### config.mk
export PLATFORM = sky130hd
export DESIGN_NAME = xadc_drp_stream_adapter
export DESIGN_NICKNAME = d
export VERILOG_FILES = /design/src/rtl/xadc_drp_stream_adapter.sv
export SDC_FILE = /design/constraint.sdc
export NUM_CORES = 1
export LEC_CHECK = 0
export CAP_MARGIN = 30
export CORE_ASPECT_RATIO = 1.4
export CORE_MARGIN = 2
export CORE_UTILIZATION = 56
export DETAILED_ROUTE_END_ITERATION = 12
export DONT_BUFFER_PORTS = 1
export HOLD_SLACK_MARGIN = 0.05
export PLACE_DENSITY = 0.77
export REMOVE_ABC_BUFFERS = 1
export SLEW_MARGIN = 20
export SYNTH_ARGS = -nofsm -noshare
export SYNTH_HDL_FRONTEND = slang
export SYNTH_SLANG_ARGS = --single-unit
export TNS_END_PERCENT = 100
### constraint.sdc
create_clock -name xadc_dclk -period 3.41 [get_ports xadc_dclk]
set_clock_uncertainty 0.2 [all_clocks]
set_input_delay 0.682 -clock xadc_dclk [delete_from_list [all_inputs] [get_ports xadc_dclk]]
set_output_delay 0.682 -clock xadc_dclk [all_outputs]
set_load 0.01 [all_outputs]
### src/rtl/xadc_drp_stream_adapter.sv
// Reads the XADC voltage and current status registers over DRP once per end-of-sequence
// and presents each sample on its own single-beat stream (latest sample wins under backpressure).
module xadc_drp_stream_adapter #(
   parameter int         DATA_WIDTH   = 16,
   parameter logic [6:0] VOLTAGE_ADDR = 7'h14,
   parameter logic [6:0] CURRENT_ADDR = 7'h1C
) (
   input  logic                  xadc_dclk,
   input  logic                  xadc_reset,
   output logic [6:0]            xadc_daddr,
   output logic                  xadc_den,
   input  logic                  xadc_drdy,
   input  logic [DATA_WIDTH-1:0] xadc_do,
   input  logic                  xadc_eos,
   output logic [DATA_WIDTH-1:0] voltage_tdata,
   output logic                  voltage_tvalid,
   input  logic                  voltage_tready,
   output logic                  voltage_tlast,
   output logic [DATA_WIDTH-1:0] current_tdata,
   output logic                  current_tvalid,
   input  logic                  current_tready,
   output logic                  current_tlast,
   output logic [2:0]            state_dbg
);

   typedef enum logic [2:0] {
      IDLE   = 3'd0,
      REQ_V  = 3'd1,
      WAIT_V = 3'd2,
      REQ_C  = 3'd3,
      WAIT_C = 3'd4
   } state_t;

   state_t     state, state_next;
   logic       eos_pending, eos_pending_next;
   logic       den_next;
   logic [6:0] daddr_next;
   logic       cap_v, cap_c;

   always_comb begin
      state_next       = state;
      eos_pending_next = eos_pending;
      cap_v            = 1'b0;
      cap_c            = 1'b0;
      case (state)
         IDLE: begin
            if (xadc_eos || eos_pending) begin
               state_next       = REQ_V;
               eos_pending_next = 1'b0;
            end
         end
         REQ_V:  state_next = WAIT_V;
         WAIT_V: begin
            if (xadc_drdy) begin
               cap_v      = 1'b1;
               state_next = REQ_C;
            end
         end
         REQ_C:  state_next = WAIT_C;
         WAIT_C: begin
            if (xadc_drdy) begin
               cap_c      = 1'b1;
               state_next = IDLE;
            end
         end
         default: state_next = IDLE;
      endcase
      // An eos seen mid-sequence is remembered once; repeats collapse into it.
      if (state != IDLE && xadc_eos) eos_pending_next = 1'b1;
   end

   // den/daddr are registered from the next state so they line up with REQ_V/REQ_C.
   always_comb begin
      den_next   = (state_next == REQ_V) || (state_next == REQ_C);
      daddr_next = xadc_daddr;
      if (state_next == REQ_V) daddr_next = VOLTAGE_ADDR;
      if (state_next == REQ_C) daddr_next = CURRENT_ADDR;
   end

   always_ff @(posedge xadc_dclk or negedge xadc_reset) begin
      if (!xadc_reset) begin
         state       <= IDLE;
         eos_pending <= 1'b0;
         xadc_den    <= 1'b0;
         xadc_daddr  <= 7'd0;
      end else begin
         state       <= state_next;
         eos_pending <= eos_pending_next;
         xadc_den    <= den_next;
         xadc_daddr  <= daddr_next;
      end
   end

   // Stream handshake: a beat transfers on any edge where tvalid=1 and tready=1; tvalid
   // then drops unless a fresh capture lands on the same edge. A capture always overwrites tdata.
   always_ff @(posedge xadc_dclk or negedge xadc_reset) begin
      if (!xadc_reset) begin
         voltage_tdata  <= '0;
         voltage_tvalid <= 1'b0;
         current_tdata  <= '0;
         current_tvalid <= 1'b0;
      end else begin
         if (cap_v) begin
            voltage_tdata  <= xadc_do;
            voltage_tvalid <= 1'b1;
         end else if (voltage_tvalid && voltage_tready) begin
            voltage_tvalid <= 1'b0;
         end
         if (cap_c) begin
            current_tdata  <= xadc_do;
            current_tvalid <= 1'b1;
         end else if (current_tvalid && current_tready) begin
            current_tvalid <= 1'b0;
         end
      end
   end

   assign voltage_tlast = 1'b1;
   assign current_tlast = 1'b1;
   assign state_dbg     = state;

endmodule

==> results of run 1 <==
final timing paths:
check	to	slack, ps	cells past startpoint
worst max-delay path	current_tdata[6]$_DFFE_PN0P_	1540	3
worst min-delay path	state_dbg[2]$_DFF_PN0_	280	1
worst max register to register	current_tdata[6]$_DFFE_PN0P_	1540	3
worst min register to register	eos_pending$_DFFE_PN0P_	340	2
max in group asynchronous	current_tdata[9]$_DFFE_PN0P_	2150	2
min in group asynchronous	xadc_daddr[2]$_DFFE_PN0P_	650	2
layout make-up:
type | instances | area (um^2)
clock buffer | 7 | 96.3
clock inverter | 1 | 5.00
fill | 215 | 1090
inverter | 3 | 11.3
multi-input combinational | 58 | 598
sequential | 41 | 1030
tap | 37 | 46.3
timing repair buffer | 3 | 37.5
placed cells by master (no fill, tap or decap):
| cell | instances |
|---|---|
| sky130_fd_sc_hd__dfrtp_1 | 41 |
| sky130_fd_sc_hd__mux2_4 | 18 |
| sky130_fd_sc_hd__mux2_2 | 14 |
| sky130_fd_sc_hd__clkbuf_8 | 7 |
| sky130_fd_sc_hd__conb_1 | 6 |
| sky130_fd_sc_hd__nor2_1 | 3 |
| sky130_fd_sc_hd__inv_1 | 3 |
| sky130_fd_sc_hd__nand2_1 | 2 |
| sky130_fd_sc_hd__o22ai_1 | 2 |
| sky130_fd_sc_hd__nor3_1 | 2 |
| sky130_fd_sc_hd__xnor2_1 | 1 |
| sky130_fd_sc_hd__nor2_2 | 1 |
| sky130_fd_sc_hd__a2111oi_2 | 1 |
| sky130_fd_sc_hd__a2111oi_0 | 1 |
| sky130_fd_sc_hd__and3_4 | 1 |
| sky130_fd_sc_hd__nand2_4 | 1 |
| sky130_fd_sc_hd__nor3_4 | 1 |
| sky130_fd_sc_hd__o41ai_1 | 1 |
| sky130_fd_sc_hd__nand2b_1 | 1 |
| sky130_fd_sc_hd__or2_2 | 1 |
| sky130_fd_sc_hd__a21o_1 | 1 |
| sky130_fd_sc_hd__clkinv_2 | 1 |
| sky130_fd_sc_hd__dlygate4sd3_1 | 1 |
| sky130_fd_sc_hd__buf_12 | 1 |
| sky130_fd_sc_hd__buf_4 | 1 |
registers in the layout (all words and copies together), names as in the netlist:
signal          cells
state_dbg           3
current_tdata      16
voltage_tvalid      1
current_tvalid      1
eos_pending         1
voltage_tdata      16
xadc_daddr          2
xadc_den            1
cell usage after synthesis:
| master | count |
|---|---|
| sky130_fd_sc_hd__nor2_2 | 1 |
| sky130_fd_sc_hd__inv_1 | 3 |
| sky130_fd_sc_hd__o41ai_1 | 1 |
| sky130_fd_sc_hd__buf_4 | 7 |
| sky130_fd_sc_hd__or2_2 | 1 |
| sky130_fd_sc_hd__nor3_4 | 1 |
| sky130_fd_sc_hd__nand2_4 | 1 |
| sky130_fd_sc_hd__nor3_1 | 2 |
| sky130_fd_sc_hd__o22ai_1 | 2 |
| sky130_fd_sc_hd__xnor2_1 | 1 |
| sky130_fd_sc_hd__a2111oi_2 | 1 |
| sky130_fd_sc_hd__nor2_1 | 3 |
| sky130_fd_sc_hd__conb_1 | 2 |
| sky130_fd_sc_hd__nand2b_1 | 1 |
| sky130_fd_sc_hd__buf_6 | 3 |
| sky130_fd_sc_hd__mux2_2 | 14 |
| sky130_fd_sc_hd__buf_2 | 1 |
| sky130_fd_sc_hd__a21o_1 | 1 |
| sky130_fd_sc_hd__mux2_4 | 18 |
| sky130_fd_sc_hd__and3_4 | 1 |
| sky130_fd_sc_hd__nand2_1 | 2 |
| sky130_fd_sc_hd__buf_8 | 2 |
| sky130_fd_sc_hd__a2111oi_0 | 1 |
| sky130_fd_sc_hd__dfrtp_1 | 41 |
metal layers:
| metal | wire length [um] | GRT usage | share of wire |
|---|---|---|---|
| met1 | 1040 | 0.184 | 0.35 |
| met5 | 0 | 0 | 0 |
| met4 | 46 | 0.0781 | 0.016 |
| met3 | 233 | 0.0726 | 0.079 |
| met2 | 1610 | 0.304 | 0.55 |
logic make-up after synthesis:
logic type	share of synthesized area
AND/OR/NAND/NOR	0.0496
other	0.00431
buffers and inverters	0.0761
XOR/XNOR	0.00503
AO/OA/AOI/OAI	0.0302
multiplexers	0.246
flip-flops	0.589
through the flow:
stage | hold WS [ps] | cells | utilization
CTS | 270 | 150 | 0.626
global route | 282 | 150 | 0.626
finish | 282 | 150 | 0.626
floorplan | 186 | 102 | -
global placement | 187 | 140 | 0.581
detailed placement | 187 | 140 | 0.581
power breakdown:
part	total, mW	leakage (nW)	switching, mW	internal, mW
Clock	0.340	0.0542	0.157	0.183
Sequential	1.05	0.496	0.325	0.722
Combinational	0.448	0.278	0.144	0.303
==> impl_metrics.ini, run 1 <==
[place]
post_place_setup_slack_ps = 1550
portBuffers = 0
gp_congestion = 0.696
dpl.hpwl_mm = 2.05
placedInstanceArea_mm2 = 0.00169

[setup_path]
cp_max_fo = 16
slowest_stage_cell_crit_path = sky130_fd_sc_hd__dfrtp_1
timing.critical_path.buf_inv = 0
timing_worst_setup_path_type = flop to flop
cp_cell_sequence = nor2_2 > and3_4 > mux2_2
timing.critical_path.arrival_ps = 1830
worstSetupEndpointType = flop
cp_slowest_stage_delay_ps = 560
worstSetupStartpoint = state_dbg[1]$_DFF_PN0_
reg2reg_from = state_dbg[1]$_DFF_PN0_
data_required_time_at_the_worst_endpoint_ps = 3380
worst_path_dominant_cell_family = simple AND/OR/NAND/NOR gates
critical_path.startpoint_type = flop

[cells_and_area]
syn2layout_area_growth_pct = 4.53
antennaDiodeCount = 0
design_area_mm2 = 0.00182
design.final.nets = 134
layout-drive-gt1-share = 0.425

[global_routing]
pin_count_of_the_biggest_net_entering_global_routing = 42
initial_antenna_violation_count = 0
globalRoute.totalOverflow = 0
first_global_vias = 922
grt_use_total = 0.177
grt_first_pass_wirelength_mm = 4.64

[logic_synthesis]
synthesis.instances = 111
synth_area_leader_cell = sky130_fd_sc_hd__dfrtp_1
count_of_state_elements_after_synthesis = 41
synth_top_area_share = 0.589
ys_warn_count = 0
sequential_to_total_area_share_from_yosys_stat = 0.589
synthTopCellsByArea = sky130_fd_sc_hd__dfrtp_1 59%, sky130_fd_sc_hd__mux2_4 16%, sky130_fd_sc_hd__mux2_2 9.1%
synth_cell_types = 24
syn_avg_cell_area_um2 = 15.7
syn-cell-area_mm2 = 0.00174

[die]
die-area_mm2 = 0.00358
start_util = 0.599
chipHeight_um = 70.0
number_of_rows_in_the_core_area = 23
core-area_mm2 = 0.00291
floorplan.die.width_um = 51.1
io_pins = 69

[clocking]
cts_resized = 0
sinks_on_clock_net = 41
cts_root_buffer = sky130_fd_sc_hd__clkbuf_8
depth_of_the_cts_h_tree = 2
cts_setup_buffers = 0
holdBufCountCts = 2
cts_tree = built
clk-insertion-delay-late_ps = 290
path_clk_slew_ps = 80
cts_inserted_buffers = 5
cts_max_path_buffers = 2

[power_and_ir_drop]
power.static_leakage_nw = 0.828
worst_ir_drop_vdd_mv = 0.581
power-per-cell-area_mw_per_mm2 = 1010
power.total_mw = 1.84

[sta]
highest_clock_rate_mhz = 536
period_minus_slack_ps = 1870
rsz0062_at_grt = no
layout_setup_ws_ps = 1540
finalMaxSlewViolations = 0
setup_failing_eps_final = 0
finalSetupTns_ps = 0
timing.final.hold_violations = 0
timing.final.crit_share = 0.547

[route]
vias = 845
drtAntennaViolNets = 0
avgRoutedWirePerCell_um = 19.5
wirelength_mm = 2.93
firstDrtPassIters = 3
vias_per_cell = 5.63
drt_drc_violations_left = 0
dr.first_iter.drc_count = 10

[status]
status = completed

[flow_run]
max_cap_violations = 0

[min_path]
min-delay-start = xadc_drdy
worstHoldPathType = primary input to flop
Power figures use the tool's default switching activity.
==> run 2, diff against run 1 <==
- CORE_UTILIZATION: 56 -> 55
- PLACE_DENSITY: 0.77 -> 0.79
- clock period: 3.41 -> 1.5 ns (I/O delays scaled with it)
==> run 2 against run 1 <==
  * Global-route usage grew 5.1 points
  * Worst hold slack lost 100 ps
  * Register-to-register slack lost 1700 ps
  * The run now ends with setup timing left
  * Sequential cell count is the same
==> impl_metrics.ini, run 2 (synthesis gave the netlist of run 1 again) <==
[status]
status = finished, violations left
failed_checks = setup timing

[die]
chipHeight_um = 70.6
number_of_rows_in_the_core_area = 24
io_pins = 69
die-area_mm2 = 0.00364
start_util = 0.569
floorplan.die.width_um = 51.6
core-area_mm2 = 0.00306

[route]
vias = 1033
wirelength_mm = 3.92
top_layer_used = met4
routed_length_on_met3_um = 228
met2RoutedLength_mm = 2.12
firstDrtPassIters = 4
routedLengthMet1_mm = 1.48
drt_drc_violations_left = 0
vias_per_cell = 5.52
avgRoutedWirePerCell_um = 20.9
dr.first_iter.drc_count = 12
drtAntennaViolNets = 0

[min_path]
worstHoldPathType = primary input to flop

[place]
placedInstanceArea_mm2 = 0.00176
place_inst = 151
dpl.hpwl_mm = 2.25
gp_congestion = 0.674
portBuffers = 0

[global_routing]
grt_first_pass_wirelength_mm = 5.98
globalRoute.totalOverflow = 0
first_global_vias = 1165
pin_count_of_the_biggest_net_entering_global_routing = 42
grt_use_total = 0.228
initial_antenna_violation_count = 0

[setup_path]
critical_path.startpoint_type = flop
cp_max_fo = 8
data_required_time_at_the_worst_endpoint_ps = 1470
timing.critical_path.arrival_ps = 1600
worstSetupEndpointType = flop
timing_worst_setup_path_type = flop to flop
ff2ff_setup_slack_ps = -120

[cells_and_area]
multiInputGateArea_um2 = 702
most_common_library_cell_in_the_layout_ignoring_fill_and_taps = sky130_fd_sc_hd__dfrtp_1
antennaDiodeCount = 0
fillerInstances = 197
most_used_cells_in_the_layout_excluding_fill_and_tap_cells = 38 x sky130_fd_sc_hd__dfrtp_1, 32 x sky130_fd_sc_hd__mux2_4, 22 x sky130_fd_sc_hd__dlygate4sd3_1
design.final.nets = 169
layout-drive-gt1-share = 0.459
design_area_mm2 = 0.00229
syn2layout_area_growth_pct = 31.7
final_cell_count_no_fill = 187
area.sequential_mm2 = 0.00103

[sta]
timing.final.crit_share = 1.08
layout_setup_ws_ps = -123
slew-limit-headroom = 0.632
timing.final.hold_violations = 0
finalSetupTns_ps = -3120
worst_pin_slew_ps = 551
rsz0062_at_grt = yes
finalMaxSlewViolations = 0
period_minus_slack_ps = 1620
highest_clock_rate_mhz = 616
setup_failing_eps_final = 37

[power_and_ir_drop]
power.total_mw = 5.04
power.static_leakage_nw = 1.06
power-per-cell-area_mw_per_mm2 = 2200
worst_ir_drop_vdd_mv = 1.59

[clocking]
cts_tree = built
cts_root_buffer = sky130_fd_sc_hd__clkbuf_8
depth_of_the_cts_h_tree = 2
sinks_on_clock_net = 41
clk-insertion-delay-late_ps = 290
cts_max_path_buffers = 2
path_clk_slew_ps = 80
cts_inserted_buffers = 5

[flow_run]
max_cap_violations = 0
run 2: changes by cell type in the layout (fill, tap and decap cells not counted), sizes merged:
cell and change:
dlygate4sd3 +21, buf +14, bufinv +1, clkinv -1
run 2: report_power, final:
group	internal (mW)	switching [mW]
Sequential	1.65	0.703
Clock	0.542	0.361
Combinational	1.14	0.642
run 2: worst paths after layout:
path                                                  from                           end  cells after the start
worst max-delay path                state_dbg[1]$_DFF_PN0_  current_tdata[7]$_DFFE_PN0P_                      4
worst min-delay path                              xadc_eos            xadc_den$_DFF_PN0_                      2
worst max register to register      state_dbg[1]$_DFF_PN0_  current_tdata[7]$_DFFE_PN0P_                      4
worst min register to register  voltage_tvalid$_DFFE_PN0P_    voltage_tvalid$_DFFE_PN0P_                      1
max in group asynchronous                       xadc_reset        state_dbg[1]$_DFF_PN0_                      2
min in group asynchronous                       xadc_reset        state_dbg[0]$_DFF_PN0_                      2
run 2: per-layer routing:
metal	vias to the layer above	track usage
met2	50	0.373
met3	9	0.0717
met1	537	0.263
met5	-	0
li1	437	-
met4	0	0.123
run 2: layout make-up:
cell class	instances	share of cell area
sequential	41	0.449
multi-input combinational	58	0.306
timing repair buffer	38	0.168
clock buffer	7	0.0376
tap	39	0.0213
clock inverter	1	0.0131
inverter	3	0.00491
run 2: critical path, stage by stage, from the launching register on:
cell and delay [ps]:
sky130_fd_sc_hd__dfrtp_2 470, sky130_fd_sc_hd__nor2_4 150, sky130_fd_sc_hd__and3_4 230, sky130_fd_sc_hd__buf_12 140
sky130_fd_sc_hd__mux2_4 300
run 2: stage by stage:
stage	setup WS [ps]	util	hold WS (ps)
6_report	-123	0.749	182
5_1_grt	-153	0.749	174
4_1_cts	-111	0.740	50.5
3_5_place_dp	-221	0.574	-195
3_3_place_gp	-154	0.574	-195
2_1_floorplan	-440	-	-196
run 2: what timing repair did:
| action | CTS | global route |
|---|---|---|
| pin swaps | 3 | 1 |
| hold buffers | 22 | 1 |
| setup endpoints to repair | 37 | 39 |
| endpoints found under the hold margin | 77 | 1 |
| setup buffers | 6 | 0 |
| resized for setup | 21 | 7 |
